<file path="src/rtl/data_mem_arbiter.sv">
// ---------------------------------------------------------------------------
// data_mem_arbiter
//
// Shares one single-port data RAM between the core's MEM stage (CPU port)
// and a DMA/loader port. At most one port is granted per cycle; the granted
// port drives the RAM directly, and read data is registered into the owning
// port one cycle later. The CPU normally has priority, but a starvation
// counter forces a DMA grant after STARVE_MAX unserved DMA request cycles,
// and dma_lock lets the DMA keep ownership for an uninterrupted burst.
//
// Ports:
//   CLK, RSTa                 clock, asynchronous active-high reset
//   cpu_req/we/addr/wdata     CPU access request (held until granted)
//   dma_req/we/addr/wdata     DMA access request (held until granted)
//   dma_lock                  keep DMA ownership after the current grant
//   cpu_gnt, dma_gnt          access performed this cycle (combinational)
//   cpu_rvalid/rdata          registered CPU read return (one-cycle pulse)
//   dma_rvalid/rdata          registered DMA read return (one-cycle pulse)
//   mem_addr/write/wdata      RAM controls
//   mem_rdata                 RAM combinational read data
// ---------------------------------------------------------------------------
module data_mem_arbiter #(
    parameter int size       = 32,
    parameter int STARVE_MAX = 4
) (
    input  logic            CLK,
    input  logic            RSTa,
    input  logic            cpu_req,
    input  logic            cpu_we,
    input  logic [31:0]     cpu_addr,
    input  logic [size-1:0] cpu_wdata,
    input  logic            dma_req,
    input  logic            dma_we,
    input  logic [31:0]     dma_addr,
    input  logic [size-1:0] dma_wdata,
    input  logic            dma_lock,
    output logic            cpu_gnt,
    output logic            dma_gnt,
    output logic            cpu_rvalid,
    output logic            dma_rvalid,
    output logic [size-1:0] cpu_rdata,
    output logic [size-1:0] dma_rdata,
    output logic [31:0]     mem_addr,
    output logic            mem_write,
    output logic [size-1:0] mem_wdata,
    input  logic [size-1:0] mem_rdata
);

    localparam int SW = $clog2(STARVE_MAX + 1);
    localparam logic [SW-1:0] STARVE_TOP = SW'(STARVE_MAX);

    typedef enum logic {
        CPU_PRI  = 1'b0,
        DMA_LOCK = 1'b1
    } state_t;

    state_t        state, state_next;
    logic [SW-1:0] starve, starve_next;

    // Grant decision. Reset gates both grants so that nothing reaches the
    // RAM, and nothing is captured, while RSTa is high.
    always_comb begin
        cpu_gnt = 1'b0;
        dma_gnt = 1'b0;
        if (!RSTa) begin
            case (state)
                CPU_PRI: begin
                    if (dma_req && (starve == STARVE_TOP)) begin
                        dma_gnt = 1'b1;
                    end else if (cpu_req) begin
                        cpu_gnt = 1'b1;
                    end else if (dma_req) begin
                        dma_gnt = 1'b1;
                    end
                end
                DMA_LOCK: begin
                    dma_gnt = dma_req;
                end
                default: begin
                    cpu_gnt = 1'b0;
                    dma_gnt = 1'b0;
                end
            endcase
        end
    end

    // RAM drive: the granted port passes straight through; an idle cycle
    // parks the bus at zero with the write enable low.
    always_comb begin
        mem_addr  = '0;
        mem_write = 1'b0;
        mem_wdata = '0;
        if (cpu_gnt) begin
            mem_addr  = cpu_addr;
            mem_write = cpu_we;
            mem_wdata = cpu_wdata;
        end else if (dma_gnt) begin
            mem_addr  = dma_addr;
            mem_write = dma_we;
            mem_wdata = dma_wdata;
        end
    end

    // Next state and starvation count. Dropping dma_lock is seen in the
    // same cycle, but that cycle remains DMA-owned; the CPU regains
    // priority from the following cycle.
    always_comb begin
        state_next  = state;
        starve_next = starve;

        if (dma_gnt || !dma_req) begin
            starve_next = '0;
        end else if (starve != STARVE_TOP) begin
            starve_next = starve + 1'b1;
        end

        case (state)
            CPU_PRI: begin
                if (dma_gnt && dma_lock) begin
                    state_next = DMA_LOCK;
                end
            end
            DMA_LOCK: begin
                if (!dma_lock) begin
                    state_next = CPU_PRI;
                end
            end
            default: begin
                state_next = CPU_PRI;
            end
        endcase
    end

    // State register and read-return capture. rdata only changes on a
    // granted read of its own port, so it holds between reads.
    always_ff @(posedge CLK or posedge RSTa) begin
        if (RSTa) begin
            state      <= CPU_PRI;
            starve     <= '0;
            cpu_rvalid <= 1'b0;
            dma_rvalid <= 1'b0;
            cpu_rdata  <= '0;
            dma_rdata  <= '0;
        end else begin
            state      <= state_next;
            starve     <= starve_next;
            cpu_rvalid <= cpu_gnt && !cpu_we;
            dma_rvalid <= dma_gnt && !dma_we;
            if (cpu_gnt && !cpu_we) begin
                cpu_rdata <= mem_rdata;
            end
            if (dma_gnt && !dma_we) begin
                dma_rdata <= mem_rdata;
            end
        end
    end

endmodule

</file>
<file path="config.mk">
export PLATFORM = sky130hd
export DESIGN_NAME = data_mem_arbiter
export DESIGN_NICKNAME = d
export VERILOG_FILES = /design/src/rtl/data_mem_arbiter.sv
export SDC_FILE = /design/constraint.sdc
export NUM_CORES = 1
export LEC_CHECK = 0
export CAP_MARGIN = 20
export CORE_AREA = 2 2 117 119
export DETAILED_ROUTE_END_ITERATION = 8
export DIE_AREA = 0 0 119 121
export DONT_BUFFER_PORTS = 1
export PLACE_DENSITY = 0.47
export SLEW_MARGIN = 5
export SYNTH_ARGS = -nofsm -noshare
export SYNTH_HDL_FRONTEND = slang
export SYNTH_SLANG_ARGS = --single-unit
export TNS_END_PERCENT = 100
</file>
<file path="constraint.sdc">
create_clock -name CLK -period 3.65 [get_ports CLK]
set_input_delay 0.5475 -clock CLK [delete_from_list [all_inputs] [get_ports CLK]]
set_output_delay 0.5475 -clock CLK [all_outputs]
set_load 0.02 [all_outputs]
</file>
==> summary.md, run 1 <==
| Metric | Value |
|---|---|
| Run status | completed |
| Critical setup path kind | reg2out |
| Yosys top cell area share | 0.505 |
| Final Util | 0.297 |
| Tightest Pin Transition | 0.901 ns |
| Die Ht | 121 um |
| Share of post-route cells with drive strength above 1 | 0.359 |
| Clock share of power | 0.325 |
| Port bufs | 0 |
| Fin. Hold Viols | 0 |
| Syn_area_per_cell | between 10 and 15 um2 |
| Lkg Pwr | about 1.7 nW |
| Hold Path Class | in2reg |
| CP startpoint | starve[0] |
| Clk_skew | 0.00548 ns |
| YS warnings | 0 |
| Yosys reg bits | 70 |
| Area leader, netlist | dfrtp_1 |
| Initial Util | 0.265 |
| Final min period | approximately 3.1 ns |
| Critical path startpoint category | flop |
| Post-Syn Area | ~0.0035 mm2 |
| Gate power share | 0.165 |
| Setup tns final | 0 ns |
| Sequential power share | 0.510 |
| Critical path endpoint category | output pin |
| Number of synthesized flops with an enable pin | 0 |
| Int Power | between 1.5 and 2 mW |
| Total Wirelength | roughly 12000 um |
| CTS sink cnt | 70 |
| Antenna violations before repair | 1 |
| Row cnt | 42 |
| Placed Area | between 0.003 and 0.004 mm2 |
| Final setup fails | 0 |
| Synth area leaders | dfrtp_1 50%, a22o_1 16%, mux2_4 13%, mux2_2 11%, buf_12 1.7% |
| Clock transition at path regs | ~0.050 ns |
| Fill cells | between 1000 and 1500 |
| Antenna Nets Post-Route | 0 |
| Placed insts | 408 |
| Global route overflow | 0 |
| Final Hold Slack | 0.328 ns |
| CTS tree | built |
| Sequential area share after synthesis | 0.505 |
| First-pass GRT wire length | between 15000 and 20000 um |
| Worst skew pair latency | around 0.34 ns |
| TritonCTS Buffers | 9 |
| Ys flop type | dfrtp_1 |
| Non-Filler Instances | roughly 430 |
| Worst reg2reg path depth | 6 |
| Period utilization | 0.842 |
| Via count | 2235 |
| Number of global-route vias before repair | between 2000 and 2500 |
| RSZ-0062 raised after global routing | no |
| Crit path to | mem_wdata[20] |
| Register Area | 0.00175 mm2 |
| # hold bufs at CTS | 0 |
| Starting DRT DRC Count | around 110 |
| Tot GR Track Use | 0.163 |
| H-tree Lvls | 3 |
| Resized Gates After CTS | 0 |
| Pwr Total | ~2.5 mW |
| Critical Path Fanout Max | between 40 and 50 |
| Max-cap viol count | 0 |
| Multi-input logic area | 0.00156 mm2 |
| Fmax | about 0.33 GHz |
| Cell with the most instances after synthesis | dfrtp_1 |
| Final net count | approximately 410 |
| Slew headroom | 0.399 |
| Post-CTS setup buffer count | 0 |
| Max rail drop VDD | ~0.26 mV |
| Required time of the critical path | approximately 3.1 ns |
| Setup ws final | 0.575 ns |
| # IOs | 300 |
| HPWL Detailed | 9760 um |
| PwrDens | between 600 and 700 mW/mm2 |
| Switching part of the total power | 0.341 |
| Async set or reset register ratio after synthesis | 1.00 |
| Total core area | around 0.013 mm2 |
| Synth-to-layout area growth | 12.0% |
| Arr. time, crit path | 2.53 ns |
| Mapped Cells | 248 |
| Die Span X | between 100 and 150 um |
| Final Cell Area | a little under 0.004 mm2 |
| Synthesized Nets | around 420 |
| Via density | 5.26 |
| Clock root buffer | clkbuf_16 |
| RR Endpoint | cpu_rdata[10] |
| Yosys cell types | 24 |
| Slew Limit Fails | 0 |
| Die area | 0.0144 mm2 |
| RR Startpoint | starve[0] |
| Bufs on Longest Clock Path | 2 |
| WL/cell | between 20 and 30 um |
| Drc violations | 0 |
| Commonest cells in the netlist | 70 x dfrtp_1, 65 x a22o_1, 35 x mux2_2 |
| Setup WS pre-CTS | roughly 0.95 ns |
| GP Congestion | around 1.1 |
| Reg-to-reg slack, setup | around 1.4 ns |
| First drt pass iteration count | 5 |
| Sw Pwr | about 860 uW |
| Largest net degree at the start of global routing | 71 |
-- routing by layer --
layer | wire (um) | vias to the layer above | GRT usage
li1 | - | 931 | -
met3 | 1500 | 14 | 0.0926
met4 | 161 | 0 | 0.0580
met2 | 5680 | 167 | 0.247
met1 | 4860 | 1123 | 0.192
met5 | 0 | - | 0
-- worst max-delay path, cell delays in order (launching register included) --
cell and delay, ns:
dfrtp_1 0.36, inv_1 0.07, ha_1 0.23, nand3_1 0.10, and3_2 0.46, buf_4 0.49, a22o_1 0.47
-- worst min path at each step --
stage,cells after the start,from,endpoint
global placement,2,starve[1],starve[1]
CTS,1,dma_lock,state
floorplan,2,starve[0],starve[0]
global route,1,dma_lock,state
detailed placement,2,starve[1],starve[1]
finish,1,dma_lock,state
-- power by group through the flow --
stage | clock [mW] | combinational (mW) | sequential (mW)
2_1_floorplan | 0 | 0.368 | 1.24
3_3_place_gp | 0 | 0.409 | 1.30
3_5_place_dp | 0 | 0.422 | 1.29
4_1_cts | 0.846 | 0.421 | 1.29
5_1_grt | 0.878 | 0.442 | 1.30
6_report | 0.816 | 0.415 | 1.28
-- cell type report --
cell class,instances,area share
Sequential cell,70,0.450
Multi-Input combinational cell,152,0.402
Clock buffer,13,0.0669
Tap cell,176,0.0566
Timing Repair Buffer,5,0.0129
Inverter,5,0.00579
Clock inverter,3,0.00482
Antenna cell,1,0.000643
-- layout by cell type (no fill, tap or decap), types with 2 or more instances in the layout --
cell,n
dfrtp_1,70
a22o_1,65
mux2_2,35
mux2_4,29
clkbuf_16,9
nand2_1,5
inv_1,4
buf_4,4
nand3_1,3
o21ai_0,2
ha_1,2
clkinv_2,2
clkbuf_8,2
clkbuf_1,2
-- registers in the layout, indices dropped and copies added (netlist names) --
| name | cells |
|---|---|
| starve | 3 |
| dma_rdata | 32 |
| dma_rvalid | 1 |
| cpu_rdata | 32 |
| state | 1 |
| cpu_rvalid | 1 |
-- kinds of logic after synthesis --
family	after synthesis	synth area share
and+or+nand+nor	14	0.0231
adders and majority gates	2	0.00721
DFF	70	0.505
buffers and inverters	26	0.0479
AOI/OAI and AO/OA	72	0.178
muxes	64	0.239
No activity file was read; power rests on OpenSTA's default activity.
==> run 2, diff against run 1 <==
==> constraint.sdc (replaced) <==
create_clock -name CLK -period 2.9 [get_ports CLK]
set_input_delay 0.435 -clock CLK [delete_from_list [all_inputs] [get_ports CLK]]
set_output_delay 0.435 -clock CLK [all_outputs]
set_load 0.02 [all_outputs]
==> run 2 against run 1 <==
Core utilization is 0.80 points higher. Sequential power is 26% higher. Non-clock buffer count is 1 higher. Highest routed layer is now met5. Critical endpoint is now mem_addr[11]. First-iteration DRC count increased by 7.9%. Power rose by 35%. Final area increased by 2.7%. Critical path type unchanged. Critical path depth unchanged. Sequential share of layout area down 1.2 points.
==> summary.md, run 2 (synthesized netlist as in run 1, its figures left out) <==
| Metric | Value |
|---|---|
| Lkg Pwr | 1.78 nW (+2.0%) |
| CTS tree | built |
| Total core area | 0.0131 mm2 (unchanged) |
| Critical setup path kind | reg2out |
| Tightest Pin Transition | 0.893 ns (-0.00832 ns) |
| Final Util | 0.305 (+0.00803) |
| Max rail drop VDD | 0.408 mV (+54%) |
| Setup tns final | 0 ns (unchanged) |
| Setup ws final | 0.402 ns (-0.173 ns) |
| Initial Util | 0.265 (unchanged) |
| Reg-to-reg slack, setup | 1.00 ns (-0.36 ns) |
| Period utilization | 0.861 |
| Commonest non-fill, non-tap cell in the layout | dfrtp_1 |
| Fill cells | 1304 (-2.0%) |
| PwrDens | 852 mW/mm2 (+32%) |
| Clk_skew | 0.00533 ns (-0.000146 ns) |
| CTS sink cnt | 70 (unchanged) |
| H-tree Lvls | 3 (unchanged) |
| Antenna Nets Post-Route | 0 (unchanged) |
| Setup WS pre-CTS | 0.798 ns (-0.149 ns) |
| Bufs on Longest Clock Path | 2 (unchanged) |
| Fin. Hold Viols | 0 (unchanged) |
| Die Span X | 119 um (unchanged) |
| Crit path to | mem_addr[11] |
| Final Cell Area | 0.00400 mm2 (+2.7%) |
| Largest regs | cpu_rdata (32), dma_rdata (32), starve (3) |
| RSZ-0062 raised after global routing | no |
| Clock transition at path regs | 0.06 ns (about the same) |
| CP startpoint | starve[0] |
| Drc violations | 0 (unchanged) |
| Total Wirelength | 13500 um (+11%) |
| Worst reg2reg path depth | 6 (unchanged) |
| TritonCTS Buffers | 9 (unchanged) |
| Via density | 5.43 (+3.2%) |
| Number of global-route vias before repair | 2395 (+1.3%) |
| Die Ht | 121 um (unchanged) |
| Largest net degree at the start of global routing | 71 (unchanged) |
| Resized Gates After CTS | 0 (unchanged) |
| Antenna violations before repair | 13 (+12) |
| Critical path endpoint category | output pin |
| Via count | 2345 (+4.9%) |
| Global route overflow | 0 (unchanged) |
| Worst skew pair latency | 0.32 ns (-0.02 ns) |
| Arr. time, crit path | 2.06 ns (-0.47 ns) |
| # hold bufs at CTS | 0 (unchanged) |
| Clock root buffer | clkbuf_16 |
| HPWL Detailed | 11000 um (+12%) |
| Placed Area | 0.00363 mm2 (+0.55%) |
| Final min period | between 2 and 2.5 ns |
| Tot GR Track Use | 0.180 (+0.0170) |
| WL/cell | 31.2 um (+8.9%) |
| Slew headroom | 0.405 (+0.00555) |
| Port bufs | 0 (unchanged) |
| Required time of the critical path | 2.47 ns (-0.63 ns) |
| Final setup fails | 0 (unchanged) |
| GP Congestion | 1.01 (-9.1%) |
| Final Hold Slack | 0.232 ns (-0.0960 ns) |
| Synth-to-layout area growth | 15.1% |
| Critical path startpoint category | flop |
| Slew Limit Fails | 0 (unchanged) |
| RR Startpoint | starve[0] |
| First-pass GRT wire length | 18200 um (+11%) |
| Fmax | roughly 0.40 GHz |
| Die area | 0.0144 mm2 (unchanged) |
| Post-CTS setup buffer count | 0 (unchanged) |
| # IOs | 300 (unchanged) |
| Final net count | 413 (+0.24%) |
| Starting DRT DRC Count | 123 (+7.9%) |
| Hold path start | dma_lock |
| Run status | completed |
| Commonest non-fill, non-tap cells in the layout | 70 x dfrtp_1, 65 x a22o_1, 35 x mux2_2 |
| Max-cap viol count | 0 (unchanged) |
| RR Endpoint | dma_rdata[23] |
| Critical Path Fanout Max | 68 (+55%) |
| Share of post-route cells with drive strength above 1 | 0.365 (+0.00659) |
| First drt pass iteration count | 4 (-1) |
| Hold Path Class | in2reg |
| Row cnt | 42 (unchanged) |
==> run 2: changes by cell type in the layout (fill, tap and decap cells not counted), sizes merged <==
cell      change
clkbuf        -2
clkinvlp      +1
clkinv        -2
bufinv        +3
diode         +6
buf           +1
==> run 2: cell type report <==
class / count / area [um2] / area share
diodes: 7 / 17.5 / 0.00438
repair buffers: 6 / 70.1 / 0.0175
multi-input cells: 152 / 1560 / 0.391
clock inverters: 5 / 106 / 0.0266
clock buffers: 11 / 243 / 0.0608
flip-flops and latches: 70 / 1750 / 0.438
well taps: 176 / 220 / 0.0551
inverters: 5 / 22.5 / 0.00564
==> run 2: through the flow <==
step,instances,power (mW)
after floorplan,248,2.03
after global placement,409,2.13
after detailed placement,409,2.15
after CTS,425,3.45
after global routing,427,3.56
final,432,3.40
==> run 2: layer usage <==
layer / track usage / part of all wire / vias up
li1: - / - / 946
met1: 0.200 / 0.35 / 1173
met2: 0.277 / 0.46 / 182
met3: 0.128 / 0.16 / 28
met4: 0.0469 / 0.021 / 16
met5: 0 / 0.0076 / -
==> run 2: worst min-delay path by stage <==
stage	to	slack (ns)	cells past startpoint
final	state	0.23	1
after floorplan	starve[0]	0.52	2
after global placement	starve[0]	0.55	2
after detailed placement	starve[0]	0.56	2
after global routing	state	0.21	1
after CTS	state	0.21	1
==> run 2: worst max-delay path: stages, from the launching register on <==
cell	delay, ns
dfrtp_1	0.40
inv_1	0.08
ha_1	0.22
nand2_1	0.15
a21oi_4	0.18
buf_12	0.29
a22o_1	0.38
==> run 2: power breakdown <==
group	switching, mW	internal, mW	total, mW
Clock	0.412	0.865	1.28
Combinational	0.237	0.276	0.513
Sequential	0.426	1.19	1.61
Total	1.08	2.33	3.40
==> run 3, diff against run 2 <==
--- a/config.mk
+++ b/config.mk
@@ -5,8 +5,10 @@
 export SDC_FILE = /design/constraint.sdc
 export NUM_CORES = 1
 export LEC_CHECK = 0
+export ABC_CLOCK_PERIOD_IN_PS = 2900
 export CAP_MARGIN = 20
 export CORE_AREA = 2 2 117 119
+export CTS_BUF_LIST = sky130_fd_sc_hd__clkbuf_8
 export DETAILED_ROUTE_END_ITERATION = 8
 export DIE_AREA = 0 0 119 121
 export DONT_BUFFER_PORTS = 1
==> run 3 against run 2 <==
Non-clock buffer count stayed put. Combinational power hardly changed. Clock skew is 0.0024 ns higher. Core utilization is 0.74 points lower. Flip-flop and latch count stayed put. Clock power is 24% lower. Register-to-register slack hardly changed. First-iteration DRC count is 18% lower. Clock-buffer cell count is 1 lower. Global-route usage is 0.15 points higher. Critical path type unchanged. Largest power group unchanged.
==> summary.md, run 3 (synthesized netlist as in run 1, its figures left out) <==
| Metric | Value |
|---|---|
| Resized Gates After CTS | 0 (unchanged) |
| Largest regs | cpu_rdata (32), dma_rdata (32), starve (3) |
| Bufs on Longest Clock Path | 2 (unchanged) |
| First drt pass iteration count | 5 (+1) |
| Int Power | 2.05 mW (-12%) |
| CP startpoint | starve[0] |
| Critical path startpoint category | flop |
| Required time of the critical path | 2.47 ns (about the same) |
| Port bufs | 0 (unchanged) |
| Total Wirelength | 13500 um (-0.19%) |
| Slew headroom | 0.394 (-0.0110) |
| Slowest CP cell | dfrtp_1 |
| CP Cell Sequence | inv_1, ha_1, nand2_1, a21oi_4, buf_12, a22o_1 |
| Final min period | 2.53 ns (+0.0314 ns) |
| TritonCTS Buffers | 9 (unchanged) |
| Commonest non-fill, non-tap cells in the layout | 70 x dfrtp_1, 65 x a22o_1, 35 x mux2_2 |
| Reg-to-reg slack, setup | 0.99 ns (about the same) |
| Die Ht | 121 um (unchanged) |
| # IOs | 300 (unchanged) |
| Via density | 5.36 (-1.3%) |
| Synth-to-layout area growth | 12.3% |
| WL/cell | 31.0 um (-0.65%) |
| Switching part of the total power | 0.336 (+0.0203) |
| Worst skew pair latency | 0.34 ns (+0.02 ns) |
| Row cnt | 42 (unchanged) |
| Total core area | 0.0131 mm2 (unchanged) |
| Commonest non-fill, non-tap cell in the layout | dfrtp_1 |
| Fmax | 0.395 GHz (-1.2%) |
| Clock transition at path regs | 0.08 ns (+0.02 ns) |
| RSZ-0062 raised after global routing | no |
| Via count | 2326 (-0.81%) |
| Max-cap viol count | 0 (unchanged) |
| Placed Area | 0.00363 mm2 (unchanged) |
| H-tree Lvls | 3 (unchanged) |
| Antenna violations before repair | 12 (-1) |
| Post-CTS setup buffer count | 0 (unchanged) |
| Tot GR Track Use | 0.181 (+0.00146) |
| Tightest Pin Transition | 0.910 ns (+0.0165 ns) |
| Period utilization | 0.872 (+0.0108) |
| Clk_skew | 0.00769 ns (+0.00236 ns) |
| Die area | 0.0144 mm2 (unchanged) |
| Hold Path Class | in2reg |
| Slew Limit Fails | 0 (unchanged) |
| Crit path to | mem_addr[11] |
| Final Cell Area | 0.00390 mm2 (-2.4%) |
| Setup tns final | 0 ns (unchanged) |
| Initial Util | 0.265 (unchanged) |
| Clock share of power | 0.314 (-0.061) |
| Drc violations | 0 (unchanged) |
| CTS sink cnt | 70 (unchanged) |
| Gate power share | 0.166 (+0.015) |
| Critical Path Fanout Max | 68 (unchanged) |
| Worst reg2reg path depth | 6 (unchanged) |
| Critical setup path kind | reg2out |
| CTS tree | built |
| Global route overflow | 0 (unchanged) |
| PwrDens | 793 mW/mm2 (-6.8%) |
| Max rail drop VDD | 0.373 mV (-8.7%) |
| Number of global-route vias before repair | 2401 (+0.25%) |
| Worst path max stage delay | 0.41 ns (about the same) |
| Largest net degree at the start of global routing | 71 (unchanged) |
| Worst path top cell family by delay | compound AO/OA/AOI/OAI gates |
| Lkg Pwr | 1.73 nW (-2.4%) |
| Share of post-route cells with drive strength above 1 | 0.365 (unchanged) |
| Arr. time, crit path | 2.09 ns (+0.03 ns) |
| Sequential power share | 0.520 (+0.046) |
| Starting DRT DRC Count | 101 (-18%) |
| First-pass GRT wire length | 18200 um (+0.23%) |
| HPWL Detailed | 11000 um (unchanged) |
| RR Startpoint | starve[0] |
| Final net count | 413 (unchanged) |
| Buffer and inverter count on the worst path | 2 (unchanged) |
| Die Span X | 119 um (unchanged) |
| GP Congestion | 1.01 (unchanged) |
| Run status | completed |
| Fin. Hold Viols | 0 (unchanged) |
| Critical path endpoint category | output pin |
| RR Endpoint | dma_rdata[11] |
| Antenna Nets Post-Route | 0 (unchanged) |
| # hold bufs at CTS | 0 (unchanged) |
| Sw Pwr | 1.04 mW (-3.2%) |
| Clock root buffer | clkbuf_8 |
| Final setup fails | 0 (unchanged) |
| Levels on crit path | 6 (unchanged) |
-- run 3: cell types whose count changed in the layout (fill, tap and decap cells not counted), sizes merged --
cell / change
diode: +2
inv: +1
clkbuf: -1
-- run 3: layout make-up --
| cell class | instances | area (um2) |
|---|---|---|
| antenna | 9 | 22.5 |
| clock buffer | 10 | 138 |
| clock inverter | 6 | 110 |
| fill | 1317 | 9190 |
| inverter | 5 | 22.5 |
| multi-input combinational | 152 | 1560 |
| sequential | 70 | 1750 |
| tap | 176 | 220 |
| timing repair buffer | 6 | 70.1 |
-- run 3: routing by layer --
layer / track usage / routed length (um) / part of all wire / vias to the layer above
met4: 0.0536 / 268 / 0.020 / 14
met5: 0 / 89 / 0.0066 / -
met3: 0.126 / 2020 / 0.15 / 24
met1: 0.203 / 4930 / 0.37 / 1166
met2: 0.276 / 6160 / 0.46 / 176
li1: - / - / - / 946
-- run 3: worst min-delay path by stage --
stage | endpoint | start | slack (ns) | cells past startpoint
final | state | dma_lock | 0.21 | 1
after global routing | state | dma_lock | 0.17 | 1
after CTS | state | dma_lock | 0.17 | 1
after detailed placement | starve[0] | starve[0] | 0.56 | 2
after global placement | starve[0] | starve[0] | 0.55 | 2
after floorplan | starve[0] | starve[0] | 0.52 | 2
-- run 3: worst reg2reg max path: stages (launching register included) --
cell     delay [ns]
dfrtp_1        0.41
inv_1          0.09
ha_1           0.22
nand2_1        0.15
a211o_2        0.35
buf_4          0.24
mux2_4         0.35
-- run 3: power groups by stage --
stage	clock network (mW)	logic, mW	registers (mW)
floorplan	0	0.463	1.56
CTS	1.01	0.518	1.62
finish	0.971	0.512	1.61
detailed placement	0	0.519	1.63
global placement	0	0.503	1.63
global route	1.06	0.551	1.64
-- run 3: per-stage QoR --
step	worst slack (ns)	total power, mW	std cells	utilization	hold WS (ns)
after floorplan	0.00615	2.03	248	-	0.524
after global placement	0.854	2.13	409	0.277	0.553
after detailed placement	0.798	2.15	409	0.277	0.563
after CTS	0.384	3.15	425	0.296	0.169
after global routing	0.240	3.25	427	0.297	0.166
final	0.371	3.09	434	0.298	0.207
